**src/rtl/dot_product_accumulator_if.sv**
```systemverilog
// dot_product_accumulator_if
//   Groups the multiplier-side inputs and the result outputs of
//   dot_product_accumulator into one bundle.
//   Parameter ACC_W must match the ACC_W of the attached accumulator.
//   Signals:
//     in_valid, in_last : operand-side tags (driven by the producer)
//     p                 : 8-bit multiplier product
//     sum, sum_valid,
//     term_count, ovf   : per-vector result (driven by the accumulator)
//     busy              : work in flight or partial vector held
//   Modports: master (producer / consumer of results), slave (accumulator).
interface dot_product_accumulator_if #(
    parameter int ACC_W = 16
);
    logic             in_valid;
    logic             in_last;
    logic [7:0]       p;
    logic [ACC_W-1:0] sum;
    logic             sum_valid;
    logic [7:0]       term_count;
    logic             ovf;
    logic             busy;

    modport master (
        output in_valid, in_last, p,
        input  sum, sum_valid, term_count, ovf, busy
    );

    modport slave (
        input  in_valid, in_last, p,
        output sum, sum_valid, term_count, ovf, busy
    );
endinterface

```
**src/rtl/dot_product_accumulator.sv**
```systemverilog
// dot_product_accumulator
//   Sums the valid 8-bit products of a pipelined multiplier into one
//   dot-product result per vector. A shadow pipeline of {valid, last}
//   delays the operand-side tags by MUL_LAT cycles so they line up with p.
//   Parameters: MUL_LAT (multiplier latency), ACC_W (8..32).
//   Ports:
//     clk : rising-edge clock
//     rst : synchronous active-high reset
//     bus : dot_product_accumulator_if.slave (in_valid, in_last, p in;
//           sum, sum_valid, term_count, ovf, busy out)
//   Build option: define SATURATE_EN to clamp the accumulator at
//   2^ACC_W-1 on carry out instead of wrapping modulo 2^ACC_W.
module dot_product_accumulator #(
    parameter int MUL_LAT = 5,
    parameter int ACC_W   = 16
) (
    input  logic                       clk,
    input  logic                       rst,
    dot_product_accumulator_if.slave   bus
);

    typedef enum logic {IDLE, ACCUM} state_t;

    state_t             state, state_n;
    logic [MUL_LAT-1:0] sh_v, sh_l;
    logic               tv, tl;

    logic [ACC_W-1:0]   acc, acc_n;
    logic [7:0]         cnt, cnt_n;
    logic               ovf_r, ovf_r_n;
    logic [ACC_W-1:0]   sum_r, sum_n;
    logic [7:0]         tc_r, tc_n;
    logic               ovf_o, ovf_o_n;
    logic               sv_r, sv_n;

    logic [ACC_W-1:0]   p_ext;
    logic [ACC_W:0]     add_full;
    logic               carry;
    logic [ACC_W-1:0]   add_res;
    logic [7:0]         cnt_inc;

    assign tv = sh_v[MUL_LAT-1];
    assign tl = sh_l[MUL_LAT-1];

    always_comb begin
        p_ext    = ACC_W'(p_in());
        add_full = {1'b0, acc} + {1'b0, p_ext};
        carry    = add_full[ACC_W];
`ifdef SATURATE_EN
        add_res  = carry ? '1 : add_full[ACC_W-1:0];
`else
        add_res  = add_full[ACC_W-1:0];
`endif
        cnt_inc  = (cnt == 8'hFF) ? cnt : cnt + 8'd1;
    end

    function automatic logic [7:0] p_in();
        return bus.p;
    endfunction

    // Next-state and datapath decode
    always_comb begin
        state_n = state;
        acc_n   = acc;
        cnt_n   = cnt;
        ovf_r_n = ovf_r;
        sum_n   = sum_r;
        tc_n    = tc_r;
        ovf_o_n = ovf_o;
        sv_n    = 1'b0;
        case (state)
            IDLE: begin
                if (tv) begin
                    if (tl) begin
                        sum_n   = p_ext;
                        tc_n    = 8'd1;
                        ovf_o_n = 1'b0;
                        sv_n    = 1'b1;
                    end else begin
                        acc_n   = p_ext;
                        cnt_n   = 8'd1;
                        ovf_r_n = 1'b0;
                        state_n = ACCUM;
                    end
                end
            end
            ACCUM: begin
                if (tv) begin
                    acc_n   = add_res;
                    cnt_n   = cnt_inc;
                    ovf_r_n = ovf_r | carry;
                    if (tl) begin
                        sum_n   = add_res;
                        tc_n    = cnt_inc;
                        ovf_o_n = ovf_r | carry;
                        sv_n    = 1'b1;
                        state_n = IDLE;
                    end
                end
            end
            default: state_n = IDLE;
        endcase
    end

    always_ff @(posedge clk) begin
        if (rst) begin
            state <= IDLE;
        end else begin
            state <= state_n;
        end
    end

    always_ff @(posedge clk) begin
        if (rst) begin
            sh_v  <= '0;
            sh_l  <= '0;
            acc   <= '0;
            cnt   <= '0;
            ovf_r <= 1'b0;
            sum_r <= '0;
            tc_r  <= '0;
            ovf_o <= 1'b0;
            sv_r  <= 1'b0;
        end else begin
            sh_v[0] <= bus.in_valid;
            sh_l[0] <= bus.in_valid & bus.in_last;
            for (int unsigned i = 1; i < MUL_LAT; i++) begin
                sh_v[i] <= sh_v[i-1];
                sh_l[i] <= sh_l[i-1];
            end
            acc   <= acc_n;
            cnt   <= cnt_n;
            ovf_r <= ovf_r_n;
            sum_r <= sum_n;
            tc_r  <= tc_n;
            ovf_o <= ovf_o_n;
            sv_r  <= sv_n;
        end
    end

    assign bus.sum        = sum_r;
    assign bus.sum_valid  = sv_r;
    assign bus.term_count = tc_r;
    assign bus.ovf        = ovf_o;
    assign bus.busy       = (|sh_v) | (state == ACCUM);

endmodule

```
**src/flat_wrapper.sv**
```systemverilog
// flat-port wrapper written by rule: the top's interface ports become plain ports
module dot_product_accumulator_flat 
#(
    parameter int MUL_LAT = 5,
    parameter int ACC_W   = 16
)
  (clk, rst, bus_in_valid, bus_in_last, bus_p, bus_sum, bus_sum_valid, bus_term_count, bus_ovf, bus_busy);
  dot_product_accumulator_if #(.ACC_W(ACC_W)) bus_i ();
  input  logic clk;
  input  logic rst;
  input wire logic [$bits(bus_i.in_valid)-1:0] bus_in_valid;
  input wire logic [$bits(bus_i.in_last)-1:0] bus_in_last;
  input wire logic [$bits(bus_i.p)-1:0] bus_p;
  output wire logic [$bits(bus_i.sum)-1:0] bus_sum;
  output wire logic [$bits(bus_i.sum_valid)-1:0] bus_sum_valid;
  output wire logic [$bits(bus_i.term_count)-1:0] bus_term_count;
  output wire logic [$bits(bus_i.ovf)-1:0] bus_ovf;
  output wire logic [$bits(bus_i.busy)-1:0] bus_busy;
  assign bus_i.in_valid = bus_in_valid;
  assign bus_i.in_last = bus_in_last;
  assign bus_i.p = bus_p;
  assign bus_sum = bus_i.sum;
  assign bus_sum_valid = bus_i.sum_valid;
  assign bus_term_count = bus_i.term_count;
  assign bus_ovf = bus_i.ovf;
  assign bus_busy = bus_i.busy;
  dot_product_accumulator #(.MUL_LAT(MUL_LAT), .ACC_W(ACC_W)) u_core (.clk(clk), .rst(rst), .bus(bus_i));
endmodule
```
**config.mk**
```make
export PLATFORM = sky130hd
export DESIGN_NAME = dot_product_accumulator_flat
export DESIGN_NICKNAME = d
export VERILOG_FILES = /design/src/rtl/dot_product_accumulator_if.sv /design/src/rtl/dot_product_accumulator.sv /design/src/flat_wrapper.sv
export SDC_FILE = /design/constraint.sdc
export NUM_CORES = 1
export LEC_CHECK = 0
export BUFFER_PORTS_ARGS = -buffer_cell sky130_fd_sc_hd__buf_2
export CAP_MARGIN = 20
export CELL_PAD_IN_SITES_DETAIL_PLACEMENT = 0
export CELL_PAD_IN_SITES_GLOBAL_PLACEMENT = 1
export CORE_MARGIN = 2
export CORE_UTILIZATION = 48
export CTS_BUF_LIST = sky130_fd_sc_hd__clkbuf_8
export DETAILED_ROUTE_END_ITERATION = 10
export PLACE_DENSITY_LB_ADDON = 0.1
export SETUP_SLACK_MARGIN = 0.5
export SYNTH_ARGS = -nofsm -noshare
export SYNTH_HDL_FRONTEND = slang
export SYNTH_SLANG_ARGS = --single-unit
```
**constraint.sdc**
```tcl
create_clock -name clk -period 6.3 [get_ports clk]
set_input_delay 0.63 -clock clk [delete_from_list [all_inputs] [get_ports clk]]
set_output_delay 0.63 -clock clk [all_outputs]
set_load 0.01 [all_outputs]
```
### Word level (Yosys, flattened, before mapping)

Index checks and enable logic that the tools add are counted.
W data, S select, Z words.

| storage, ports and cells | value |
|---|---|
| register bits | 62 |
| input bits | 12 |
| output and inout bits | 27 |
| word-level logic and storage cells | 60 |

| operators by class | value |
|---|---|
| $add $sub $neg | 2 |
| eq/ne operators | 6 |
| muxes and demuxes | 33 |
| bitwise logic cells | 5 |
| reductions and logical operators | 4 |

Operators with widths:

| cell | count |
|---|---|
| $mux W16 | 7 |
| $mux W8 | 8 |
| $pmux W16 S2 | 2 |
| $pmux W8 S2 | 2 |
| $add A16 B8 Y17 | 1 |
| $mux W1 | 11 |
| $add A8 B1 Y8 const B | 1 |
| $eq A8 B8 Y1 const B | 1 |
| $ne A2 B2 Y1 const B | 3 |
| $pmux W1 S2 | 3 |
| $reduce_or A5 Y1 | 1 |
| $ne A2 B1 Y1 const B | 2 |
| $reduce_and A4 Y1 | 1 |
| $reduce_and A3 Y1 | 1 |
| $not A1 Y1 | 2 |
| $or A1 B1 Y1 | 2 |
| $reduce_or A2 Y1 | 1 |
| $and A1 B1 Y1 | 1 |

### Logic depth before layout (Yosys ltp)

Gate-level depths: netlist of run 1.

| logic depth | value |
|---|---|
| depth after elaboration | 5 |
| gate-level depth with buffers | 7 |
| mapped depth without buffers | 7 |

### Worst setup path before layout of run 1

Ideal clock, no wire load.

| path | value |
|---|---|
| kind | input-to-reg |
| start | input bus_p[0] |
| end | register u_core.acc[14] |
| library setup time | 0.070 ns |
| arrival | 2.492 ns |
| data required time | 6.230 ns |
| slack | 3.738 ns |
| cell stages on the path | 7 |
| buffers on the path | 0 |
| path through | ha_1 fa_1 a211o_1 a211o_1 nand3_1 mux2_2 a21oi_1 |

| between the ends | value |
|---|---|
| word-level cells in the longest chain between the ends | 3 |

RTL lines:

| item | RTL line | RTL |
|---|---|---|
| start: declaration | flat_wrapper.sv:13 | `input wire logic [$bits(bus_i.p)-1:0] bus_p;` |
| $add A16 B8 Y17 | dot_product_accumulator.sv:47 | `add_full = {1'b0, acc} + {1'b0, p_ext};` |
| $mux W16 | dot_product_accumulator.sv:88 | `if (tv) begin` |
| $pmux W16 S2 | dot_product_accumulator.sv:71 | `case (state)` |
| end signal: assignment | dot_product_accumulator.sv:131 | `acc <= acc_n;` |
| end: declaration | dot_product_accumulator.sv:28 | `logic [ACC_W-1:0] acc, acc_n;` |

Every way passes these cells. The select of a mux whose other input is x is not followed.
A chain may end at the register's enable or synchronous reset.

### Worst setup path in the final report of run 1

Ends and elaborated chain as after synthesis.

==> results of run 1 <==
## cell type report
type,count,area [µm²]
Tap cell,77,96.3
Timing Repair Buffer,42,220
Fill cell,616,2750
Sequential cell,62,1240
Clock inverter,6,93.8
Multi-Input combinational cell,274,1720
Inverter,6,22.5
Clock buffer,10,138
## stage by stage
step                      power (mW)  cells  hold slack (ps)  instance area (µm²)
after floorplan                0.430    365              414                 3080
after global placement         0.442    461              425                 3300
final                          0.838    477              433                 3530
after CTS                      0.847    477              440                 3530
after global routing           0.871    477              460                 3530
after detailed placement       0.443    461              429                 3300
## critical path, stage by stage
cell and delay [ps]:
buf_2 110, ha_1 220, fa_1 430, a211o_1 360, a211o_1 380, nand3_1 160, mux2_2 350, a21oi_1 130
## kinds of logic (layout without fill, tap and decap cells)
group / count (synthesis) / count (layout) / share of synthesized area
adder cells (fa/ha/maj): 10 / 10 / 0.0430
flip-flops: 62 / 62 / 0.402
multiplexers: 7 / 7 / 0.0239
AND/OR/NAND/NOR: 142 / 142 / 0.232
buffers and inverters: 29 / 64 / 0.0410
XOR/XNOR: 8 / 8 / 0.0227
AO/OA/AOI/OAI: 107 / 107 / 0.235
## metal layers
metal | track usage | share of wire
met1 | 0.298 | 0.49
met2 | 0.350 | 0.46
met3 | 0.0383 | 0.034
met4 | 0.0792 | 0.015
met5 | 0 | 0
## path summary, 6_finish.rpt
path                                            endpoint  cells past startpoint  slack (ps)                startpoint
worst max register to register            u_core.acc[14]                      7        3880             u_core.acc[0]
worst min-delay path            u_core.bus.term_count[2]                      2         430  u_core.bus.term_count[2]
worst max-delay path                      u_core.acc[14]                      8        3800                  bus_p[0]
worst min register to register  u_core.bus.term_count[2]                      2         430  u_core.bus.term_count[2]
## power by group through the flow
stage | registers [mW] | logic, mW | clock network (mW)
5_1_grt | 0.395 | 0.0426 | 0.433
4_1_cts | 0.395 | 0.0383 | 0.413
2_1_floorplan | 0.404 | 0.0262 | 0
6_report | 0.395 | 0.0381 | 0.405
3_3_place_gp | 0.404 | 0.0379 | 0
3_5_place_dp | 0.404 | 0.0382 | 0
## cell usage after synthesis (6+ instances only)
cell and n:
o211ai_1 9, o21ai_0 29, buf_2 7, nand4_1 7, nand2_1 53, dfxtp_1 62, nand3_1 14, nor2_1 16
ha_1 9, or3_1 7, and3_1 6, a211oi_1 8, nor2b_1 16, a21oi_1 20, clkbuf_1 13
## state kept, by name, indices dropped and copies added, names as in the netlist, named ones only
signal and cells:
u_core.acc 16, u_core.bus.ovf 1, u_core.bus.sum 16, u_core.bus.sum_valid 1
u_core.bus.term_count 8, u_core.cnt 8, u_core.ovf_r 1, u_core.sh_l 5
u_core.sh_v 5
==> flow_results.xml, run 1 <==
<?xml version="1.0" encoding="UTF-8"?>
<metrics>
  <group name="clocking">
    <metric name="cts-root-to-sink-buffers" unit="">2</metric>
    <metric name="cts_resized" unit="">0</metric>
    <metric name="cts_num_sinks" unit="">62</metric>
    <metric name="cts-htree-levels" unit="">3</metric>
    <metric name="clock_insertion_delay_worst_skew" unit="ps">340</metric>
    <metric name="holdBufCountCts" unit="">0</metric>
    <metric name="cts_made_buffers" unit="">9</metric>
    <metric name="clk_transition_reported_paths" unit="ps">80</metric>
    <metric name="post_cts_buffers" unit="">0</metric>
    <metric name="cts-root-buf" unit="">clkbuf_8</metric>
    <metric name="cts_tree" unit="">built</metric>
  </group>
  <group name="setup_path">
    <metric name="timing.critical_path.fanout_max" unit="">6</metric>
    <metric name="crit_path_start_kind" unit="">input port</metric>
    <metric name="end_kind" unit="">register</metric>
    <metric name="timing.critical_path.arrival" unit="ps">2770</metric>
    <metric name="worstPathRequired" unit="ps">6570</metric>
    <metric name="criticalPathCategory" unit="">input port to register</metric>
  </group>
  <group name="route">
    <metric name="detail_route.drc_violations" unit="">0</metric>
    <metric name="ant_nets" unit="">0</metric>
    <metric name="drt_first_iter_violations" unit="">151</metric>
    <metric name="postRouteWirelength" unit="µm">7300</metric>
    <metric name="vias" unit="">2802</metric>
    <metric name="firstDrtPassIters" unit="">4</metric>
    <metric name="detail_route.wl_per_cell" unit="µm">15.3</metric>
    <metric name="average_vias_per_placed_instance" unit="">5.87</metric>
  </group>
  <group name="synth">
    <metric name="syn-cell-area" unit="mm²">0.00308</metric>
    <metric name="ys_ff_latch" unit="">62</metric>
    <metric name="synthFlopType" unit="">dfxtp_1</metric>
    <metric name="post-synth-top-area-fraction" unit="">0.402</metric>
    <metric name="synth_enable_flop_cells" unit="">0</metric>
    <metric name="synth_area_per_cell" unit="µm²">8.45</metric>
    <metric name="netlist_top_cells_area" unit="">dfxtp_1, nand2_1, o21ai_0, ha_1, a21oi_1</metric>
    <metric name="syn-num-nets" unit="">387</metric>
    <metric name="post_synthesis_sequential_area_ratio" unit="">0.402</metric>
    <metric name="synthesis.instances" unit="">365</metric>
    <metric name="synth_cell_types" unit="">57</metric>
    <metric name="asyncSetResetFlopFracSynth" unit="">0</metric>
    <metric name="yosysWarnings" unit="">0</metric>
    <metric name="synth_top_area_cell" unit="">dfxtp_1</metric>
  </group>
  <group name="timing">
    <metric name="fin_skew" unit="ps">10.6</metric>
    <metric name="timing.final.setup_violations" unit="">0</metric>
    <metric name="min_period_over_period" unit="">0.397</metric>
    <metric name="finalSetupTns" unit="ps">0</metric>
    <metric name="final_max_slew_viol_count" unit="">0</metric>
    <metric name="setup_slack" unit="ps">3800</metric>
    <metric name="highest_attainable_clock_frequency" unit="MHz">400</metric>
    <metric name="rsz0062_at_grt" unit="">no</metric>
    <metric name="report.final.hold_viol_count" unit="">0</metric>
    <metric name="slew-limit-headroom" unit="">0.501</metric>
    <metric name="worst_pin_slew" unit="ps">749</metric>
    <metric name="min_period" unit="ps">2500</metric>
  </group>
  <group name="final_layout">
    <metric name="layout.cells.most_common_list" unit="">dfxtp_1, nand2_1, buf_2</metric>
    <metric name="final_util" unit="">0.563</metric>
    <metric name="area.growth.synth_to_final" unit="%">14.5</metric>
    <metric name="design.final.nets" unit="">417</metric>
    <metric name="layout.cells.most_common" unit="">dfxtp_1</metric>
    <metric name="drive_above_1_share" unit="">0.180</metric>
    <metric name="diodes" unit="">0</metric>
  </group>
  <group name="pwr">
    <metric name="peakVddDrop" unit="V">0.000205</metric>
    <metric name="seq_power_share" unit="">0.471</metric>
    <metric name="powerDensity" unit="mW/mm²">237</metric>
    <metric name="switchingPower" unit="mW">0.195</metric>
    <metric name="static-leakage-power" unit="nW">1.40</metric>
    <metric name="p_int" unit="mW">0.644</metric>
    <metric name="share_clk_of_total_power" unit="">0.483</metric>
    <metric name="logic_gate_share_of_total_power" unit="">0.045</metric>
    <metric name="power_switching_share" unit="">0.232</metric>
  </group>
  <group name="floorplan">
    <metric name="floorplan.initialDensity" unit="">0.491</metric>
    <metric name="placementRows" unit="">29</metric>
    <metric name="floorplan.die_area" unit="mm²">0.00708</metric>
    <metric name="die-width" unit="µm">84.2</metric>
    <metric name="die_height" unit="µm">84.2</metric>
    <metric name="top_level_ports" unit="">39</metric>
    <metric name="core-area" unit="mm²">0.00628</metric>
  </group>
  <group name="global_routing">
    <metric name="overflow" unit="">0</metric>
    <metric name="first_global_vias" unit="">2654</metric>
    <metric name="grt_max_degree" unit="">40</metric>
    <metric name="grt_antenna_before_repair" unit="">0</metric>
    <metric name="wire_length_of_the_first_global_routing_pass" unit="µm">12500</metric>
    <metric name="grt.total_usage" unit="">0.219</metric>
  </group>
  <group name="placement">
    <metric name="dp_hpwl" unit="µm">5070</metric>
    <metric name="preCtsSetupSlack" unit="ps">3460</metric>
    <metric name="port_buffers" unit="">38</metric>
    <metric name="routabilityCongestion" unit="">0.804</metric>
  </group>
  <group name="status">
    <metric name="run_status" unit="">finished, final reports clean</metric>
  </group>
  <group name="run">
    <metric name="max-cap-violations" unit="">0</metric>
  </group>
  <group name="worst_hold_path">
    <metric name="min-delay-path-class" unit="">register to register</metric>
  </group>
</metrics>
Power figures use the tool's default switching activity.
==> inputs of run 2 (changes only) <==
Settings changed: CORE_UTILIZATION 48 to 45.
Clock period 6.3 ns to 2.51 ns, I/O delays scaled along.
==> flow_results.xml, run 2 (synthesized netlist as in run 1, its figures left out) <==
<?xml version="1.0" encoding="UTF-8"?>
<metrics>
  <group name="status">
    <metric name="run_status" unit="">finished, final reports clean</metric>
  </group>
  <group name="floorplan">
    <metric name="die_height" unit="µm">86.8</metric>
    <metric name="floorplan.initialDensity" unit="">0.459</metric>
    <metric name="floorplan.die_area" unit="mm²">0.00753</metric>
    <metric name="placementRows" unit="">30</metric>
    <metric name="die-width" unit="µm">86.8</metric>
    <metric name="core-area" unit="mm²">0.00672</metric>
    <metric name="top_level_ports" unit="">39</metric>
  </group>
  <group name="pwr">
    <metric name="fin_total_pwr" unit="mW">1.99</metric>
    <metric name="powerDensity" unit="mW/mm²">524</metric>
    <metric name="static-leakage-power" unit="nW">1.50</metric>
    <metric name="peakVddDrop" unit="V">0.000433</metric>
  </group>
  <group name="timing">
    <metric name="fin_skew" unit="ps">7.52</metric>
    <metric name="worst_pin_slew" unit="ps">628</metric>
    <metric name="timing.final.setup_violations" unit="">0</metric>
    <metric name="report.final.hold_viol_count" unit="">0</metric>
    <metric name="min_period_over_period" unit="">0.838</metric>
    <metric name="final_max_slew_viol_count" unit="">0</metric>
    <metric name="finalHoldWorstSlack" unit="ps">108</metric>
    <metric name="slew-limit-headroom" unit="">0.578</metric>
    <metric name="min_period" unit="ps">2100</metric>
    <metric name="finalSetupTns" unit="ps">0</metric>
    <metric name="setup_slack" unit="ps">406</metric>
    <metric name="highest_attainable_clock_frequency" unit="MHz">475</metric>
    <metric name="rsz0062_at_grt" unit="">yes</metric>
  </group>
  <group name="setup_path">
    <metric name="crit_path_start_kind" unit="">register</metric>
    <metric name="timing.critical_path.arrival" unit="ps">2380</metric>
    <metric name="timing.critical_path.fanout_max" unit="">5</metric>
    <metric name="slowest_stage" unit="">a211o_4</metric>
    <metric name="cp_slowest_stage_delay" unit="ps">410</metric>
    <metric name="crit_path_cell_trace" unit="">ha_4 &gt; fa_2 &gt; a211o_1 &gt; a211o_4 &gt; nand3_4 &gt; mux2_4 &gt; a21oi_2</metric>
    <metric name="criticalPathCategory" unit="">register to register</metric>
    <metric name="end_kind" unit="">register</metric>
    <metric name="worstPathRequired" unit="ps">2780</metric>
  </group>
  <group name="placement">
    <metric name="postPlaceCellArea" unit="mm²">0.00341</metric>
    <metric name="preCtsSetupSlack" unit="ps">188</metric>
    <metric name="routabilityCongestion" unit="">0.864</metric>
    <metric name="dp_hpwl" unit="µm">5210</metric>
    <metric name="port_buffers" unit="">38</metric>
    <metric name="place_inst" unit="">472</metric>
  </group>
  <group name="clocking">
    <metric name="cts_made_buffers" unit="">9</metric>
    <metric name="cts_num_sinks" unit="">62</metric>
    <metric name="clk_transition_reported_paths" unit="ps">70</metric>
    <metric name="holdBufCountCts" unit="">0</metric>
    <metric name="cts_tree" unit="">built</metric>
    <metric name="cts-htree-levels" unit="">3</metric>
    <metric name="cts-root-to-sink-buffers" unit="">2</metric>
    <metric name="clock_insertion_delay_worst_skew" unit="ps">340</metric>
    <metric name="cts-root-buf" unit="">clkbuf_8</metric>
  </group>
  <group name="route">
    <metric name="average_vias_per_placed_instance" unit="">5.64</metric>
    <metric name="detail_route.drc_violations" unit="">0</metric>
    <metric name="detail_route.wl_per_cell" unit="µm">15.7</metric>
    <metric name="drt_first_iter_violations" unit="">131</metric>
    <metric name="vias" unit="">2801</metric>
    <metric name="postRouteWirelength" unit="µm">7800</metric>
    <metric name="ant_nets" unit="">0</metric>
    <metric name="firstDrtPassIters" unit="">4</metric>
  </group>
  <group name="final_layout">
    <metric name="area.growth.synth_to_final" unit="%">23.1</metric>
    <metric name="design.final.nets" unit="">434</metric>
    <metric name="layout.cells.most_common_list" unit="">dfxtp_1, nand2_1, buf_2</metric>
    <metric name="layout.cells.most_common" unit="">dfxtp_1</metric>
    <metric name="drive_above_1_share" unit="">0.259</metric>
    <metric name="stdcell_count" unit="">497</metric>
    <metric name="final_util" unit="">0.565</metric>
    <metric name="fill_cells" unit="">634</metric>
    <metric name="diodes" unit="">0</metric>
    <metric name="final_design_area_no_fill" unit="mm²">0.00380</metric>
  </group>
  <group name="global_routing">
    <metric name="grt_antenna_before_repair" unit="">0</metric>
    <metric name="overflow" unit="">0</metric>
    <metric name="grt_max_degree" unit="">39</metric>
    <metric name="grt.total_usage" unit="">0.222</metric>
    <metric name="wire_length_of_the_first_global_routing_pass" unit="µm">13000</metric>
    <metric name="first_global_vias" unit="">2622</metric>
  </group>
  <group name="worst_hold_path">
    <metric name="min-delay-path-class" unit="">input port to register</metric>
  </group>
  <group name="run">
    <metric name="max-cap-violations" unit="">0</metric>
  </group>
</metrics>
## run 2: worst paths after layout
check	startpoint	depth (start not counted)	to	slack, ps
worst min register to register	u_core.bus.sum[6]	2	u_core.bus.sum[6]	430
worst min-delay path	bus_in_last	2	u_core.sh_l[0]	110
worst max register to register	u_core.acc[0]	7	u_core.acc[14]	410
worst max-delay path	u_core.acc[0]	7	u_core.acc[14]	410
## run 2: metal layers
metal / vias up / GRT usage / wire (µm)
met4: 0 / 0.105 / 157
met2: 71 / 0.342 / 3520
met1: 1286 / 0.304 / 3780
met3: 12 / 0.0324 / 345
li1: 1432 / - / -
met5: - / 0 / 0
## run 2: what timing repair did
action	4_1_cts	5_1_grt
pin swaps	9	5
endpoints found under the hold margin	0	0
endpoints found under the setup margin	13	24
resized for setup	11	18
setup buffers	5	4
## run 2: critical path, delay by kind of cell, from the launching register on
kind | cells | cell delay, ps
AO/OA/AOI/OAI | 3 | 820
multiplexers | 1 | 300
AND/OR/NAND/NOR | 1 | 90
adder cells (fa/ha/maj) | 2 | 500
flip-flops | 1 | 340
## run 2: cell type report
cell class / count / area (µm²) / share of cell area
multi-input combinational: 274 / 1870 / 0.491
sequential: 62 / 1240 / 0.327
timing repair buffer: 59 / 368 / 0.0969
clock buffer: 9 / 124 / 0.0326
tap: 80 / 100 / 0.0264
clock inverter: 7 / 73.8 / 0.0194
inverter: 6 / 22.5 / 0.00593
## run 2: power breakdown
group          internal, mW  switching (mW)
clock                 0.461           0.419
sequential            0.989         0.00302
combinational        0.0459          0.0706
==> inputs of run 3 (changes only) <==
Clock period 2.51 ns to 2.1 ns, I/O delays scaled along.
==> flow_results.xml, run 3 (synthesized netlist as in run 1, its figures left out) <==
<?xml version="1.0" encoding="UTF-8"?>
<metrics>
  <group name="setup_path">
    <metric name="timing.rr.start" unit="">u_core.acc[0]</metric>
    <metric name="cp_slowest_stage_delay" unit="ps">420</metric>
    <metric name="crit_path_start_kind" unit="">register</metric>
    <metric name="timing.critical_path.arrival" unit="ps">2430</metric>
    <metric name="worstPathRequired" unit="ps">2370</metric>
    <metric name="reg2regPathDepth" unit="">7</metric>
    <metric name="timing.critical_path.fanout_max" unit="">6</metric>
    <metric name="setup.worst_path.start" unit="">u_core.acc[0]</metric>
    <metric name="regToRegSetupSlack" unit="ps">-60</metric>
    <metric name="critical_path.n_buffers_inverters" unit="">0</metric>
    <metric name="worst_r2r_endpoint" unit="">u_core.acc[10]</metric>
    <metric name="cp.depth" unit="">7</metric>
    <metric name="criticalPathCategory" unit="">register to register</metric>
    <metric name="slowest_stage" unit="">a211o_4</metric>
    <metric name="end_kind" unit="">register</metric>
    <metric name="crit_path_cell_trace" unit="">ha_4 &gt; fa_2 &gt; a211o_1 &gt; a211o_4 &gt; nand3_4 &gt; mux2_4 &gt; a21oi_2</metric>
    <metric name="critical_path.top_delay_family" unit="">compound AO/OA/AOI/OAI gates</metric>
  </group>
  <group name="placement">
    <metric name="port_buffers" unit="">38</metric>
    <metric name="dp_hpwl" unit="µm">5480</metric>
    <metric name="postPlaceCellArea" unit="mm²">0.00363</metric>
    <metric name="place_inst" unit="">483</metric>
    <metric name="routabilityCongestion" unit="">0.855</metric>
  </group>
  <group name="final_layout">
    <metric name="design.final.nets" unit="">446</metric>
    <metric name="diodes" unit="">0</metric>
    <metric name="fill_cells" unit="">605</metric>
    <metric name="drive_above_1_share" unit="">0.347</metric>
    <metric name="area.growth.synth_to_final" unit="%">36.8</metric>
    <metric name="final_design_area_no_fill" unit="mm²">0.00422</metric>
    <metric name="multi_input_area" unit="mm²">0.00210</metric>
    <metric name="layout.cells.most_common" unit="">dfxtp_1</metric>
    <metric name="stdcell_count" unit="">509</metric>
    <metric name="layout.cells.most_common_list" unit="">dfxtp_1, nand2_1, buf_2</metric>
    <metric name="seq_area" unit="mm²">0.00125</metric>
  </group>
  <group name="route">
    <metric name="detail_route.wl_per_cell" unit="µm">16.3</metric>
    <metric name="postRouteWirelength" unit="µm">8280</metric>
    <metric name="detail_route.drc_violations" unit="">0</metric>
    <metric name="vias" unit="">2890</metric>
    <metric name="average_vias_per_placed_instance" unit="">5.68</metric>
    <metric name="ant_nets" unit="">0</metric>
    <metric name="drt_first_iter_violations" unit="">172</metric>
    <metric name="firstDrtPassIters" unit="">4</metric>
  </group>
  <group name="global_routing">
    <metric name="first_global_vias" unit="">2663</metric>
    <metric name="grt.total_usage" unit="">0.235</metric>
    <metric name="wire_length_of_the_first_global_routing_pass" unit="µm">13600</metric>
    <metric name="overflow" unit="">0</metric>
    <metric name="grt_antenna_before_repair" unit="">0</metric>
    <metric name="grt_max_degree" unit="">39</metric>
  </group>
  <group name="floorplan">
    <metric name="die-width" unit="µm">86.8</metric>
    <metric name="die_height" unit="µm">86.8</metric>
    <metric name="floorplan.die_area" unit="mm²">0.00753</metric>
    <metric name="placementRows" unit="">30</metric>
    <metric name="top_level_ports" unit="">39</metric>
    <metric name="floorplan.initialDensity" unit="">0.459</metric>
    <metric name="core-area" unit="mm²">0.00672</metric>
  </group>
  <group name="worst_hold_path">
    <metric name="number_of_cells_on_the_worst_hold_path" unit="">2</metric>
    <metric name="sink_of_the_worst_hold_path" unit="">u_core.sh_l[0]</metric>
    <metric name="hp-start" unit="">bus_in_last</metric>
    <metric name="min-delay-path-class" unit="">input port to register</metric>
  </group>
  <group name="clocking">
    <metric name="cts_made_buffers" unit="">9</metric>
    <metric name="cts_tree" unit="">built</metric>
    <metric name="clk_transition_reported_paths" unit="ps">80</metric>
    <metric name="clock_insertion_delay_worst_skew" unit="ps">340</metric>
    <metric name="cts_num_sinks" unit="">62</metric>
    <metric name="cts-htree-levels" unit="">3</metric>
    <metric name="cts-root-buf" unit="">clkbuf_8</metric>
    <metric name="cts-root-to-sink-buffers" unit="">2</metric>
  </group>
  <group name="pwr">
    <metric name="switchingPower" unit="mW">0.589</metric>
    <metric name="fin_total_pwr" unit="mW">2.74</metric>
    <metric name="p_int" unit="mW">2.15</metric>
    <metric name="powerDensity" unit="mW/mm²">650</metric>
    <metric name="seq_power_share" unit="">0.432</metric>
    <metric name="logic_gate_share_of_total_power" unit="">0.060</metric>
    <metric name="peakVddDrop" unit="V">0.000416</metric>
    <metric name="power_switching_share" unit="">0.215</metric>
    <metric name="static-leakage-power" unit="nW">1.62</metric>
    <metric name="share_clk_of_total_power" unit="">0.508</metric>
  </group>
  <group name="timing">
    <metric name="min_period_over_period" unit="">1.03</metric>
    <metric name="min_period" unit="ps">2160</metric>
    <metric name="slew-limit-headroom" unit="">0.664</metric>
    <metric name="report.final.hold_viol_count" unit="">0</metric>
    <metric name="finalSetupTns" unit="ps">-244</metric>
    <metric name="rsz0062_at_grt" unit="">yes</metric>
    <metric name="worst_pin_slew" unit="ps">504</metric>
    <metric name="highest_attainable_clock_frequency" unit="MHz">464</metric>
    <metric name="timing.final.setup_violations" unit="">7</metric>
    <metric name="setup_slack" unit="ps">-57.0</metric>
    <metric name="finalHoldWorstSlack" unit="ps">72.3</metric>
    <metric name="fin_skew" unit="ps">11.3</metric>
    <metric name="final_max_slew_viol_count" unit="">0</metric>
  </group>
  <group name="run">
    <metric name="max-cap-violations" unit="">0</metric>
  </group>
  <group name="status">
    <metric name="violations_in_the_final_reports" unit="">setup timing</metric>
    <metric name="run_status" unit="">finished with violations</metric>
  </group>
</metrics>
run 3: power by group through the flow:
stage | clock, mW | sequential, mW | combinational [mW]
global route | 1.49 | 1.19 | 0.178
detailed placement | 0 | 1.21 | 0.143
CTS | 1.42 | 1.19 | 0.159
finish | 1.39 | 1.18 | 0.163
floorplan | 0 | 1.21 | 0.0915
global placement | 0 | 1.21 | 0.142
run 3: layout make-up:
cell class / count / area share
multi-input cells: 275 / 0.498
clock inverters: 7 / 0.0326
clock buffers: 9 / 0.0294
repair buffers: 70 / 0.112
well taps: 80 / 0.0237
inverters: 6 / 0.00653
flip-flops and latches: 62 / 0.297
run 3: worst reg2reg max path, delay by kind of cell (launching register included):
kind            cells  cell delay [ps]
mux                 1              310
flops               1              340
simple gates        1              100
compound gates      3              840
fa+ha+maj           2              500
run 3: routing by layer:
layer  up-vias  share of wire  GRT usage
met1      1360           0.47      0.325
met5         -              0          0
met3         9          0.039     0.0600
met4         0          0.012     0.0682
met2        60           0.48      0.361
li1       1461              -          -
run 3: worst max path at each step:
stage	to	slack, ps
after floorplan	u_core.acc[12]	-20
after detailed placement	u_core.acc[10]	-140
after global placement	u_core.acc[12]	-100
after global routing	u_core.acc[14]	-100
final	u_core.acc[10]	-60
after CTS	u_core.acc[14]	-60
run 3: repair_timing:
item / in CTS / in global routing
gates cloned: 1 / 0
resized for setup: 36 / 21
pin swaps: 17 / 13
hold buffers: 0 / 0
setup buffers: 6 / 3
hold endpoints to repair: 0 / 0
endpoints found under the setup margin: 41 / 38
run 3: through the flow:
step / util / setup WS, ps
floorplan: - / -22.9
global placement: 0.541 / -101
detailed placement: 0.541 / -140
CTS: 0.611 / -55.4
global route: 0.628 / -101
finish: 0.628 / -57.0
